[src/rtl/picomips_pkg.sv]
// Shared types and encodings for the picoMIPS control path.
// Opcode layout: [5:4] class, [3] immediate select, [2:0] function/condition.
package picomips_pkg;

  typedef enum logic [1:0] {
    CLS_ALU    = 2'b00,
    CLS_BRANCH = 2'b01,
    CLS_MUL    = 2'b10,
    CLS_SYS    = 2'b11
  } opclass_t;

  typedef enum logic [1:0] {
    RUN      = 2'd0,
    MUL_WAIT = 2'd1,
    HALT     = 2'd2
  } fsm_state_t;

  localparam logic [5:0] OP_NOP  = 6'b000000;
  localparam logic [5:0] OP_BEQ  = 6'b010000;
  localparam logic [5:0] OP_BNE  = 6'b010001;
  localparam logic [5:0] OP_BLT  = 6'b010010;
  localparam logic [5:0] OP_BRA  = 6'b010011;
  localparam logic [5:0] OP_MUL  = 6'b100000;
  localparam logic [5:0] OP_MULI = 6'b101000;
  localparam logic [5:0] OP_HALT = 6'b111111;

  localparam int unsigned FLAG_Z = 0;
  localparam int unsigned FLAG_N = 1;
  localparam int unsigned FLAG_C = 2;
  localparam int unsigned FLAG_V = 3;

endpackage

[src/rtl/mul_sequencer.sv]
// Loadable down-counter timing a multi-cycle multiply; done marks the final cycle.
module mul_sequencer #(
  parameter int unsigned MUL_CYCLES = 4
) (
  input  logic clk,
  input  logic reset,
  input  logic load,
  input  logic en,
  output logic done
);

  localparam int unsigned CNT_W = $clog2(MUL_CYCLES);

  logic [CNT_W-1:0] count_q;

  always_ff @(posedge clk) begin
    if (reset) begin
      count_q <= '0;
    end else if (load) begin
      count_q <= CNT_W'(MUL_CYCLES - 1);
    end else if (en && (count_q != '0)) begin
      count_q <= count_q - CNT_W'(1);
    end
  end

  assign done = (count_q == CNT_W'(1));

endmodule

[src/rtl/control_fsm.sv]
// Stateful picoMIPS decoder: combinational controls from opcode, FSM state and the
// registered flags; adds multiply stall sequencing, HALT and a sticky illegal flag.
module control_fsm
  import picomips_pkg::*;
#(
  parameter int unsigned OPCODE_W   = 6,
  parameter int unsigned ALU_FUNC_W = 3,
  parameter int unsigned FLAG_W     = 4,
  parameter int unsigned MUL_CYCLES = 4
) (
  input  logic                  clk,
  input  logic                  reset,
  input  logic [OPCODE_W-1:0]   opcode,
  input  logic [FLAG_W-1:0]     alu_flags,
  output logic                  imm,
  output logic [ALU_FUNC_W-1:0] alu_func,
  output logic                  w,
  output logic                  pc_incr,
  output logic                  pc_relbranch,
  output logic                  mul_start,
  output logic                  halted,
  output logic                  illegal
);

  fsm_state_t        state_q, state_d;
  logic [FLAG_W-1:0] flag_q;
  logic              illegal_q;
  logic              flag_load;
  logic              illegal_set;
  logic              mul_load;
  logic              mul_done;
  logic              unused_flags;
  opclass_t          op_class;

  logic                  imm_d, w_d, pc_incr_d, relbranch_d, mul_start_d;
  logic [ALU_FUNC_W-1:0] alu_func_d;

  assign op_class     = opclass_t'(opcode[5:4]);
  assign unused_flags = flag_q[FLAG_C];

  mul_sequencer #(
    .MUL_CYCLES (MUL_CYCLES)
  ) u_mul_sequencer (
    .clk   (clk),
    .reset (reset),
    .load  (mul_load),
    .en    (state_q == MUL_WAIT),
    .done  (mul_done)
  );

  always_ff @(posedge clk) begin
    if (reset) begin
      state_q   <= RUN;
      flag_q    <= '0;
      illegal_q <= 1'b0;
    end else begin
      state_q <= state_d;
      if (flag_load) flag_q <= alu_flags;
      if (illegal_set) illegal_q <= 1'b1;
    end
  end

  always_comb begin
    state_d     = state_q;
    imm_d       = 1'b0;
    alu_func_d  = '0;
    w_d         = 1'b0;
    pc_incr_d   = 1'b0;
    relbranch_d = 1'b0;
    mul_start_d = 1'b0;
    flag_load   = 1'b0;
    illegal_set = 1'b0;
    mul_load    = 1'b0;

    case (state_q)
      RUN: begin
        pc_incr_d = 1'b1;
        case (op_class)
          CLS_ALU: begin
            if (opcode[5:0] != OP_NOP) begin
              w_d        = 1'b1;
              imm_d      = opcode[3];
              alu_func_d = opcode[ALU_FUNC_W-1:0];
              flag_load  = 1'b1;
            end
          end
          CLS_BRANCH: begin
            // Condition reads the flag register, so a branch sees the previous ALU op.
            case (opcode[5:0])
              OP_BEQ:  relbranch_d = flag_q[FLAG_Z];
              OP_BNE:  relbranch_d = !flag_q[FLAG_Z];
              OP_BLT:  relbranch_d = flag_q[FLAG_N] ^ flag_q[FLAG_V];
              OP_BRA:  relbranch_d = 1'b1;
              default: illegal_set = 1'b1;
            endcase
          end
          CLS_MUL: begin
            if ((opcode[5:0] == OP_MUL) || (opcode[5:0] == OP_MULI)) begin
              imm_d       = opcode[3];
              alu_func_d  = opcode[ALU_FUNC_W-1:0];
              mul_start_d = 1'b1;
              pc_incr_d   = 1'b0;
              mul_load    = 1'b1;
              state_d     = MUL_WAIT;
            end else begin
              illegal_set = 1'b1;
            end
          end
          CLS_SYS: begin
            if (opcode[5:0] == OP_HALT) begin
              pc_incr_d = 1'b0;
              state_d   = HALT;
            end else begin
              illegal_set = 1'b1;
            end
          end
          default: illegal_set = 1'b1;
        endcase
      end
      MUL_WAIT: begin
        imm_d      = opcode[3];
        alu_func_d = opcode[ALU_FUNC_W-1:0];
        if (mul_done) begin
          w_d       = 1'b1;
          pc_incr_d = 1'b1;
          flag_load = 1'b1;
          state_d   = RUN;
        end
      end
      HALT: begin
        state_d = HALT;
      end
      default: state_d = RUN;
    endcase
  end

  // Datapath strobes are forced low while reset is held so a multiply in flight never writes.
  always_comb begin
    imm          = imm_d;
    alu_func     = alu_func_d;
    w            = w_d;
    pc_incr      = pc_incr_d;
    pc_relbranch = relbranch_d;
    mul_start    = mul_start_d;
    if (reset) begin
      imm          = 1'b0;
      alu_func     = '0;
      w            = 1'b0;
      pc_incr      = 1'b0;
      pc_relbranch = 1'b0;
      mul_start    = 1'b0;
    end
  end

  assign halted  = (state_q == HALT);
  assign illegal = illegal_q;

endmodule

[config.mk]
export PLATFORM = sky130hd
export DESIGN_NAME = control_fsm
export DESIGN_NICKNAME = d
export VERILOG_FILES = /design/src/rtl/picomips_pkg.sv /design/src/rtl/mul_sequencer.sv /design/src/rtl/control_fsm.sv
export SDC_FILE = /design/constraint.sdc
export NUM_CORES = 1
export LEC_CHECK = 0
export BUFFER_PORTS_ARGS = -buffer_cell sky130_fd_sc_hd__buf_2
export CELL_PAD_IN_SITES_DETAIL_PLACEMENT = 1
export CELL_PAD_IN_SITES_GLOBAL_PLACEMENT = 1
export CORE_MARGIN = 3
export CORE_UTILIZATION = 36
export CTS_CLUSTER_SIZE = 8
export DETAILED_ROUTE_END_ITERATION = 16
export PLACE_DENSITY = 0.81
export SYNTH_ARGS = -nofsm -noshare
export SYNTH_HDL_FRONTEND = slang
export SYNTH_SLANG_ARGS = --single-unit
[constraint.sdc]
create_clock -name clk -period 1.95 [get_ports clk]
set_input_delay 0.195 -clock clk [delete_from_list [all_inputs] [get_ports clk]]
set_output_delay 0.195 -clock clk [all_outputs]
set_load 0.01 [all_outputs]
==> Word level (Yosys, flattened, before mapping) <==
Cells that the tools add are included.
{ "totals": {"word_cells": 71, "in_bits": 12, "output_inout_bits": 10, "register_bits": 9} }
{ "op_classes": {"addsub": 1, "n_bitwise": 1, "n_reduce_logical": 10, "eq_ne": 17, "muxes": 38} }
{ "op_table": {"columns": ["cell", "count"], "rows": [
  ["6-bit by 5-bit equality test with 1-bit output (second input constant)", 4],
  ["1-bit two-way mux", 19],
  ["6-bit equality test (second input constant)", 3],
  ["3-bit case mux with 2 select lines", 2],
  ["2-bit two-way mux", 5],
  ["1-bit case mux with 2 select lines", 5],
  ["3-bit two-way mux", 3],
  ["2-bit by 1-bit equality test with 1-bit output (second input constant)", 3],
  ["2-bit equality test (second input constant)", 3],
  ["3-bit != test (second input constant)", 2],
  ["2-bit case mux with 3 select lines", 1],
  ["6-bit nonzero test", 1],
  ["2-bit zero test", 2],
  ["1-bit case mux with 4 select lines", 1],
  ["2-bit case mux with 2 select lines", 1],
  ["4-bit AND reduction", 1],
  ["2-bit nonzero test", 2],
  ["4-bit OR reduction", 1],
  ["3-bit by 1-bit != test with 1-bit output (second input constant)", 1],
  ["1-bit case mux with 3 select lines", 1],
  ["2-bit != test (second input constant)", 1],
  ["2-bit by 1-bit subtractor with 2-bit output (second input constant)", 1],
  ["1-bit logical AND", 1],
  ["1-bit zero test", 1],
  ["other kinds (2)", 2]
]} }

==> Longest topological paths before layout <==
Gate-level depths: netlist of run 1.
{ "depth": {"depth_word": 6, "depth_mapped": 5, "depth_no_buf": 5} }

==> By module <==
Synthesis of run 1 repeated with hierarchy kept, for this count alone.
{ "unflattened": {"hier_cells": 72, "hier_area_um2": 580.6} }
{ "modules_own_cells": {"columns": ["mod", "area_per_inst_um2", "cells_each", "instances", "seq_area_each_um2"], "rows": [
  ["control_fsm", 452.9, 59, 1, 120.1],
  ["mul_sequencer", 127.6, 13, 1, 40.0]
]} }

==> Worst setup path before layout of run 1 <==
OpenSTA, ideal clock, no wires.
{ "synth_path": {"path_type": "reg2out", "from": "register state_q[1]", "to": "output port pc_relbranch", "arrival_time_ns": 1.257, "required_time_ns": 1.755, "path_slack_ns": 0.498, "path_stages_with_launch": 5, "path_cell_list": "dfxtp_1 clkbuf_8 or3_4 a311oi_1 o21a_1"} }
{ "synth_between": {"elab_chain_cells": 3} }
{ "synth_lines": {"columns": ["element", "line_no", "rtl"], "rows": [
  ["start: declaration", "control_fsm.sv:25", "fsm_state_t state_q, state_d;"],
  ["start signal: assignment", "control_fsm.sv:57", "state_q <= state_d;"],
  ["2-bit zero test", "control_fsm.sv:75", "case (state_q)"],
  ["1-bit two-way mux", "control_fsm.sv:75", null],
  ["1-bit two-way mux", "control_fsm.sv:145", "if (reset) begin"],
  ["end: declaration", "control_fsm.sv:19", "output logic pc_relbranch,"]
]} }
No other way between the ends.

==> Worst setup path after layout of run 1 <==
Ends and elaborated chain as after synthesis.

==> results of run 1 <==
flip-flops by register name (all words and copies together), names as in the netlist:
| signal | count |
|---|---|
| flag_q | 3 |
| illegal | 1 |
| state_q | 2 |
| u_mul_sequencer.count_q | 2 |
kinds of logic after synthesis:
kind of cell / count (synthesis) / share of synthesized area, %
adder cells (fa/ha/maj): 2 / 4.081
multiplexers: 4 / 6.735
XOR/XNOR: 1 / 1.429
AO/OA/AOI/OAI: 16 / 20.00
flip-flops: 8 / 26.12
AND/OR/NAND/NOR: 36 / 35.51
buffers and inverters: 7 / 6.121
cells in the mapped netlist (all sizes together):
cell     count  area share, %
o22ai        1            1.0
nor2         8            4.9
a311oi       1            1.4
a21oi        4            3.3
or3          2            3.1
nor3b        2            2.4
nand2        3            1.8
or4b         1            1.6
o41ai        1            1.4
or2          1            1.0
nand3b       1            1.2
nor4         2            2.0
nand4        1            1.0
buf          1           0.82
o211a        1            1.6
and2         4            4.3
mux2         1            1.8
o21a         4            4.9
o32ai        1            1.4
xnor2        1            1.4
ha           2            4.1
nor2b        2            2.0
or4          1            1.8
dfxtp        8             26
clkbuf       3            3.5
mux2i        3            4.9
a2bb2oi      1            2.4
inv          3            1.8
o311a        1            1.6
nand2b       8            8.2
o21ai        1           0.82
routing by layer:
metal  track usage (%)  routed length [um]  vias to the layer above
li1                  -                   -                      316
met1             19.10                 710                      304
met2             28.61                 845                       13
met3             6.897                  72                        0
met4             3.315                   0                        0
met5                 0                   0                        -
placed cells by master (no fill, tap or decap), drive strengths merged, types with 4 or more instances in the layout:
cell     n
nor2     8
a21oi    4
and2     4
o21a     4
dfxtp    8
nand2b   8
buf     23
power groups by stage:
stage	Clock (W)	Sequential (W)	Combinational [W]
floorplan	0	0.000181	0.0000530
global placement	0	0.000181	0.0000878
detailed placement	0	0.000181	0.0000921
CTS	0.000136	0.000178	0.0000924
global route	0.000145	0.000179	0.000102
finish	0.000129	0.000178	0.0000919
layout make-up:
cell class,count,area [um2],area share (%)
Clock buffer,3,22.52,2.990
Inverter,3,11.26,1.495
Multi-Input combinational cell,59,415.4,55.15
Sequential cell,8,161.4,21.43
Tap cell,16,20.02,2.658
Timing Repair Buffer,23,122.6,16.28
per-stage QoR:
stage	total power [W]	setup WS (ns)	util [%]
finish	0.0003985	0.1121	48.31
global route	0.0004256	0.02126	48.31
CTS	0.0004066	0.04681	48.23
detailed placement	0.0002736	0.3386	46.79
global placement	0.0002690	0.3823	46.79
floorplan	0.0002342	0.4982	-
path summary, 6_finish.rpt:
kind,endpoint,startpoint,depth (start not counted)
max,pc_relbranch,state_q[1],4
min,flag_q[3],alu_flags[3],3
max reg2reg,u_mul_sequencer.count_q[1],u_mul_sequencer.count_q[0],5
min reg2reg,illegal,illegal,2
critical path: stages, from the launching register on:
cell	delay, ns
sky130_fd_sc_hd__dfxtp_2	0.37
sky130_fd_sc_hd__or3_4	0.44
sky130_fd_sc_hd__a311oi_1	0.29
sky130_fd_sc_hd__o21a_1	0.16
sky130_fd_sc_hd__buf_2	0.12
==> impl_metrics.py, run 1 <==
metrics = {
    "cts": {
        "clock_insertion_delay_worst_skew_ns": 0.26,
        "htreeDepth": 1,
        "cts_setup_buffers": 0,
        "cts_root_buffer": "sky130_fd_sc_hd__clkbuf_4",
        "cts_tree": "built",
        "quantity_of_gates_resized_following_cts": 0,
        "ctsLongestPathBuffers": 2,
        "clkSlewWorstSetupHoldPaths_ns": 0.06,
        "cts.hold.buffers_added": 0,
        "tritoncts.num_buffers": 3,
        "clock_sink_count": 8,
    },
    "layout": {
        "layout-drive-gt1-share_pct": 35.42,
        "fin_cells": 112,
        "nets": 112,
        "final_area_um2": 753.2,
        "diodes": 0,
        "n_fill_cell": 215,
        "synthToLayoutAreaGrowth_pct": 22.86,
    },
    "global_route": {
        "largest_net_degree_at_the_start_of_global_routing": 14,
        "grt.overflow.total": 0,
        "antenna_found_initial": 0,
        "grt.total_usage_pct": 16.60,
        "grt_pass1_vias": 595,
        "grt_pass1_wl_mm": 2.594,
    },
    "timing": {
        "clock.fmax_mhz": 544.1,
        "post-route-min-period_ns": 1.838,
        "setup-tns-final_ns": 0,
        "tightestPinTransition_ns": 0.3607,
        "rsz0062_at_grt": "false",
        "max-slew-margin-rel_pct": 75.73,
        "hold_viol_final": 0,
        "finalCritPeriodShare_pct": 94.25,
        "final.setup_skew_ns": 0.008100,
        "final.hold.worst_slack_ns": 0.2026,
        "maxSlewViolCount": 0,
        "total_setup_violations_reported_at_the_end_of_the_flow": 0,
    },
    "yosys": {
        "synth_seq_cells": 8,
        "syn-cell-area_um2": 613.1,
        "yosysWarnings": 0,
        "synth.avg_cell_area_um2": 8.285,
        "synth.net_count": 88,
        "postSynthCellCount": 74,
        "synth.distinct_cells": 34,
        "share_of_the_yosys_chip_area_belonging_to_registers_pct": 26.12,
    },
    "setup_path": {
        "rrSetupSlack_ns": 0.50,
        "criticalPathCategory": "flop to primary output",
        "worst_path_arrival_time_ns": 1.64,
        "setup.worst_path.end_class": "primary output",
        "cp-start-kind": "flop",
        "cp_max_fo": 10,
        "required_ns": 1.75,
    },
    "floorplan": {
        "row_count": 14,
        "die-area_mm2": 0.002234,
        "chipHeight_um": 47.27,
        "chipWidth_um": 47.27,
        "pin_count": 22,
        "floorplan.initialDensity_pct": 39.33,
        "floorplan.core_area_mm2": 0.001559,
    },
    "hold_path": {
        "worst_hold_path_type": "primary input to flop",
    },
    "placed_design": {
        "hpwl_reported_at_the_end_of_detailed_placement_mm": 1.263,
        "dpl_cell_area_um2": 729.5,
        "numPortBuffers": 20,
        "place_inst": 109,
        "gpl.final_weighted_congestion": 0.7063,
    },
    "status": {
        "status": "completed",
    },
    "power_and_ir_drop": {
        "powerDensity_mw_per_mm2": 529.1,
        "leakagePower_nw": 0.3510,
        "clock_share_of_power_pct": 32.3,
        "seqPwrFrac_pct": 44.7,
        "vdd.ir_drop.worst_uv": 448.5,
        "comb_power_share_pct": 23.1,
        "swShare_pct": 28.24,
        "internal_power_w": 0.0002860,
        "net-switching-power_w": 0.0001125,
    },
    "detailed_routing": {
        "avgViaCountPerCell": 5.652,
        "totalWireLength_mm": 1.628,
        "detailedRoute.firstIterationViolations": 5,
        "drt-wirelength-per-cell_um": 14.54,
        "drc_errors": 0,
        "ant_nets": 0,
        "route.vias.total": 633,
        "drt-pass1-iter-count": 2,
    },
    "job": {
        "maxCapViolations": 0,
    },
}
(Power assumes the default switching activity.)
==> run 2, diff against run 1 <==
--- a/config.mk
+++ b/config.mk
@@ -9,10 +9,11 @@
 export CELL_PAD_IN_SITES_DETAIL_PLACEMENT = 1
 export CELL_PAD_IN_SITES_GLOBAL_PLACEMENT = 1
 export CORE_MARGIN = 3
-export CORE_UTILIZATION = 36
+export CORE_UTILIZATION = 33
+export CTS_CLUSTER_DIAMETER = 120
 export CTS_CLUSTER_SIZE = 8
 export DETAILED_ROUTE_END_ITERATION = 16
-export PLACE_DENSITY = 0.81
+export PLACE_DENSITY = 0.76
 export SYNTH_ARGS = -nofsm -noshare
 export SYNTH_HDL_FRONTEND = slang
 export SYNTH_SLANG_ARGS = --single-unit
==> constraint.sdc (replaced) <==
create_clock -name clk -period 1.9 [get_ports clk]
set_input_delay 0.19 -clock clk [delete_from_list [all_inputs] [get_ports clk]]
set_output_delay 0.19 -clock clk [all_outputs]
set_load 0.01 [all_outputs]
==> impl_metrics.py, run 2 (same netlist as run 1, synthesis figures left out) <==
metrics = {
    "status": {
        "status": "completed",
    },
    "global_route": {
        "global_route.usage.met3_pct": 4.587,
        "grt_pass1_wl_mm": 2.801,
        "gr-max-usage-layer": "met2",
        "grt.overflow.total": 0,
        "largest_net_degree_at_the_start_of_global_routing": 14,
        "antenna_found_initial": 0,
        "grt.total_usage_pct": 15.32,
        "met1_usage_pct": 17.06,
        "groute.layer.met2.usage_pct": 25.00,
        "grt_pass1_vias": 635,
    },
    "layout": {
        "top_flop_regs": "flag_q (3), state_q (2), u_mul_sequencer.count_q (2)",
        "largest_register_ffs": 3,
        "layout-drive-gt1-share_pct": 35.05,
        "largest-register": "flag_q",
        "diodes": 0,
        "final_common_cell": "sky130_fd_sc_hd__buf_2",
        "fin_cells": 121,
        "synthToLayoutAreaGrowth_pct": 25.51,
        "nets": 113,
        "most-common-layout-cells": "sky130_fd_sc_hd__buf_2 (20), sky130_fd_sc_hd__nor2_1 (8), sky130_fd_sc_hd__nand2b_1 (8), sky130_fd_sc_hd__dfxtp_1 (8)",
    },
    "floorplan": {
        "chipHeight_um": 49.10,
        "die-area_mm2": 0.002411,
        "chipWidth_um": 49.10,
        "floorplan.initialDensity_pct": 37.63,
        "pin_count": 22,
        "floorplan.core_area_mm2": 0.001629,
        "row_count": 14,
    },
    "cts": {
        "ctsLongestPathBuffers": 2,
        "clock_insertion_delay_worst_skew_ns": 0.27,
        "quantity_of_gates_resized_following_cts": 0,
        "cts_tree": "built",
        "clock_sink_count": 8,
        "htreeDepth": 1,
        "clkSlewWorstSetupHoldPaths_ns": 0.06,
        "cts.hold.buffers_added": 0,
        "cts_setup_buffers": 0,
        "cts_root_buffer": "sky130_fd_sc_hd__clkbuf_4",
        "tritoncts.num_buffers": 3,
    },
    "placed_design": {
        "gpl.final_weighted_congestion": 0.7142,
        "numPortBuffers": 20,
        "hpwl_reported_at_the_end_of_detailed_placement_mm": 1.269,
        "placement.setup.worst_slack_ns": 0.3376,
        "place_inst": 118,
    },
    "job": {
        "maxCapViolations": 0,
    },
    "timing": {
        "setup_ws_ns": 0.1525,
        "clock.fmax_mhz": 572.3,
        "rsz0062_at_grt": "false",
        "final.setup_skew_ns": 0.0008694,
        "hold_viol_final": 0,
        "finalCritPeriodShare_pct": 91.97,
        "post-route-min-period_ns": 1.747,
        "tightestPinTransition_ns": 0.3069,
        "setup-tns-final_ns": 0,
        "total_setup_violations_reported_at_the_end_of_the_flow": 0,
        "maxSlewViolCount": 0,
        "max-slew-margin-rel_pct": 79.35,
    },
    "detailed_routing": {
        "drt-pass1-iter-count": 3,
        "route.vias.total": 605,
        "totalWireLength_mm": 1.591,
        "drt-wirelength-per-cell_um": 13.15,
        "drc_errors": 0,
        "ant_nets": 0,
        "avgViaCountPerCell": 5.000,
        "detailedRoute.firstIterationViolations": 3,
    },
    "setup_path": {
        "cp-start-kind": "flop",
        "cp_max_fo": 5,
        "setup.worst_path.end_class": "primary output",
        "required_ns": 1.71,
        "setup.worst_path.start": "state_q[1]",
        "criticalPathCategory": "flop to primary output",
        "worst_path_arrival_time_ns": 1.56,
        "worstReg2RegStart": "u_mul_sequencer.count_q[0]",
    },
    "hold_path": {
        "hold_path_startpoint": "alu_flags[3]",
        "worst_hold_path_type": "primary input to flop",
    },
    "power_and_ir_drop": {
        "vdd.ir_drop.worst_uv": 299.2,
        "leakagePower_nw": 0.3560,
        "powerDensity_mw_per_mm2": 540.8,
    },
}
-- run 2: cell types whose count changed in the layout (fill, tap and decap cells not counted), sizes merged --
cell and change:
buf +1
-- run 2: stage by stage --
stage               cell area, um2  total power [W]  hold WS [ns]  utilization, %
floorplan                    613.1        0.0002404        0.3424               -
global placement             747.0        0.0002764        0.4481           45.85
detailed placement           747.0        0.0002803        0.4559           45.85
CTS                          769.5        0.0004279        0.1654           47.24
global route                 769.5        0.0004490        0.1867           47.24
finish                       769.5        0.0004162        0.1731           47.24
-- run 2: area by class of cell --
cell class,count,area [um2]
inverters,3,11.26
multi-input cells,59,415.4
flip-flops and latches,8,160.2
repair buffers,24,130.1
fillers,215,859.6
well taps,24,30.03
clock buffers,3,22.52
-- run 2: metal layers --
layer | up-vias | part of all wire (%)
met3 | 5 | 5.0
met1 | 277 | 41
li1 | 311 | -
met5 | - | 0
met2 | 12 | 51
met4 | 0 | 2.4
-- run 2: worst max-delay path: stages, from the launching register on --
cell,delay (ns)
sky130_fd_sc_hd__dfxtp_1,0.31
sky130_fd_sc_hd__or3_4,0.42
sky130_fd_sc_hd__a311oi_1,0.28
sky130_fd_sc_hd__o21a_1,0.16
sky130_fd_sc_hd__buf_2,0.12
-- run 2: worst paths after layout --
kind                            slack (ns)  cells past startpoint                          to
worst max-delay path                  0.15                      4                pc_relbranch
worst min-delay path                  0.17                      3                   flag_q[3]
worst max register to register        0.47                      5  u_mul_sequencer.count_q[1]
worst min register to register        0.46                      2                     illegal
-- run 2: report_power, final --
| part | internal [W] | switching, W |
|---|---|---|
| registers | 0.000176 | 0.00000538 |
| clock network | 0.0000730 | 0.0000681 |
| logic | 0.0000447 | 0.0000485 |
| total | 0.000294 | 0.000122 |
==> run 3, diff against run 2 <==
--- a/config.mk
+++ b/config.mk
@@ -5,7 +5,7 @@
 export SDC_FILE = /design/constraint.sdc
 export NUM_CORES = 1
 export LEC_CHECK = 0
-export BUFFER_PORTS_ARGS = -buffer_cell sky130_fd_sc_hd__buf_2
+export BUFFER_PORTS_ARGS = -buffer_cell sky130_fd_sc_hd__buf_4
 export CELL_PAD_IN_SITES_DETAIL_PLACEMENT = 1
 export CELL_PAD_IN_SITES_GLOBAL_PLACEMENT = 1
 export CORE_MARGIN = 3
@@ -13,6 +13,7 @@
 export CTS_CLUSTER_DIAMETER = 120
 export CTS_CLUSTER_SIZE = 8
 export DETAILED_ROUTE_END_ITERATION = 16
+export GPL_TIMING_DRIVEN = 0
 export PLACE_DENSITY = 0.76
 export SYNTH_ARGS = -nofsm -noshare
 export SYNTH_HDL_FRONTEND = slang
==> impl_metrics.py, run 3 (same netlist as run 1, synthesis figures left out) <==
metrics = {
    "setup_path": {
        "rrSetupSlack_ns": 0.43,
        "setup.worst_path.end_class": "primary output",
        "worst_path_arrival_time_ns": 1.62,
        "cp_max_fo": 10,
        "required_ns": 1.71,
        "criticalPathCategory": "flop to primary output",
        "cp-start-kind": "flop",
    },
    "power_and_ir_drop": {
        "powerDensity_mw_per_mm2": 524.5,
        "leakagePower_nw": 0.3535,
        "vdd.ir_drop.worst_uv": 422.8,
    },
    "timing": {
        "rsz0062_at_grt": "false",
        "finalCritPeriodShare_pct": 95.16,
        "tightestPinTransition_ns": 0.6508,
        "hold_viol_final": 0,
        "total_setup_violations_reported_at_the_end_of_the_flow": 0,
        "maxSlewViolCount": 0,
        "setup-tns-final_ns": 0,
        "max-slew-margin-rel_pct": 56.21,
        "clock.fmax_mhz": 553.1,
        "post-route-min-period_ns": 1.808,
        "final.setup_skew_ns": 0.006347,
    },
    "detailed_routing": {
        "totalWireLength_mm": 1.601,
        "drc_errors": 0,
        "detailedRoute.firstIterationViolations": 7,
        "drt-pass1-iter-count": 3,
        "avgViaCountPerCell": 5.108,
        "drt-wirelength-per-cell_um": 13.34,
        "ant_nets": 0,
        "route.vias.total": 613,
    },
    "global_route": {
        "largest_net_degree_at_the_start_of_global_routing": 11,
        "grt_pass1_vias": 593,
        "grt.total_usage_pct": 14.99,
        "antenna_found_initial": 0,
        "grt.overflow.total": 0,
        "grt_pass1_wl_mm": 2.725,
    },
    "layout": {
        "layout-drive-gt1-share_pct": 33.33,
        "nets": 112,
        "final_common_cell": "sky130_fd_sc_hd__buf_4",
        "diodes": 0,
        "most-common-layout-cells": "sky130_fd_sc_hd__buf_4 (19), sky130_fd_sc_hd__nor2_1 (8), sky130_fd_sc_hd__nand2b_1 (8), sky130_fd_sc_hd__dfxtp_1 (8)",
        "synthToLayoutAreaGrowth_pct": 32.86,
        "largest-register": "flag_q",
        "top_flop_regs": "flag_q (3), state_q (2), u_mul_sequencer.count_q (2)",
        "fin_cells": 120,
        "largest_register_ffs": 3,
    },
    "hold_path": {
        "worst_hold_path_type": "primary input to flop",
    },
    "placed_design": {
        "gpl.final_weighted_congestion": 0.7374,
        "numPortBuffers": 19,
        "hpwl_reported_at_the_end_of_detailed_placement_mm": 1.283,
        "place_inst": 117,
    },
    "cts": {
        "tritoncts.num_buffers": 3,
        "clkSlewWorstSetupHoldPaths_ns": 0.06,
        "clock_sink_count": 8,
        "cts_tree": "built",
        "clock_insertion_delay_worst_skew_ns": 0.27,
        "cts_root_buffer": "sky130_fd_sc_hd__clkbuf_4",
        "ctsLongestPathBuffers": 2,
        "htreeDepth": 1,
    },
    "floorplan": {
        "floorplan.core_area_mm2": 0.001629,
        "chipWidth_um": 49.10,
        "chipHeight_um": 49.10,
        "floorplan.initialDensity_pct": 37.63,
        "row_count": 14,
        "pin_count": 22,
        "die-area_mm2": 0.002411,
    },
    "job": {
        "maxCapViolations": 0,
    },
    "status": {
        "status": "completed",
    },
}
==> run 3: cell types whose count changed in the layout (fill, tap and decap cells not counted), sizes merged <==
cell / before / now
buf: 24 / 20
clkbuf: 3 / 6
==> run 3: final cells by class <==
class	count	area (um2)
Tap cell	24	30.03
Fill cell	219	814.5
Inverter	3	11.26
Sequential cell	8	160.2
Timing Repair Buffer	19	142.6
Multi-Input combinational cell	59	421.7
Buffer	4	26.28
Clock buffer	3	22.52
==> run 3: path summary, 6_finish.rpt <==
check,from,end,cells after the start
worst max-delay path,state_q[1],pc_relbranch,5
worst min-delay path,alu_flags[3],flag_q[3],3
worst max register to register,state_q[0],u_mul_sequencer.count_q[1],4
worst min register to register,illegal,illegal,2
==> run 3: repair_timing <==
action / 4_1_cts / 5_1_grt
resized for setup: 1 / 0
hold buffers: 0 / 0
buffers inserted: 0 / 0
pin swaps: 0 / 1
endpoints found under the setup margin: 1 / 1
==> run 3: stage by stage <==
step / cell area (um2) / utilization [%] / power [W] / hold WS [ns] / setup slack [ns]
after floorplan: 613.1 / - / 0.0002404 / 0.3424 / 0.4532
after global placement: 785.8 / 48.23 / 0.0002856 / 0.4548 / 0.3096
after detailed placement: 785.8 / 48.23 / 0.0002883 / 0.4647 / 0.2931
after CTS: 814.5 / 50.00 / 0.0004355 / 0.1892 / 0.02186
after global routing: 814.5 / 50.00 / 0.0004585 / 0.1999 / 0.01414
final: 814.5 / 50.00 / 0.0004272 / 0.1904 / 0.09192
==> run 3: power breakdown <==
part	leakage [nW]	internal (W)	switching (W)	total, W
logic	0.274	0.0000531	0.0000489	0.000102
clock network	0.0138	0.0000731	0.0000699	0.000143
registers	0.0653	0.000176	0.00000582	0.000182
==> run 3: critical path, stage by stage (launching register included) <==
cell	delay (ns)
sky130_fd_sc_hd__dfxtp_1	0.30
sky130_fd_sc_hd__clkbuf_8	0.15
sky130_fd_sc_hd__or3_4	0.43
sky130_fd_sc_hd__a311oi_2	0.21
sky130_fd_sc_hd__o21a_1	0.15
sky130_fd_sc_hd__buf_4	0.11
==> run 3: layer usage <==
layer / global-route usage [%] / wire length [um] / up-vias
met5: 0 / 0 / -
met4: 7.109 / 27 / 0
met3: 3.670 / 66 / 4
met2: 24.78 / 788 / 12
met1: 17.95 / 718 / 288
li1: - / - / 309
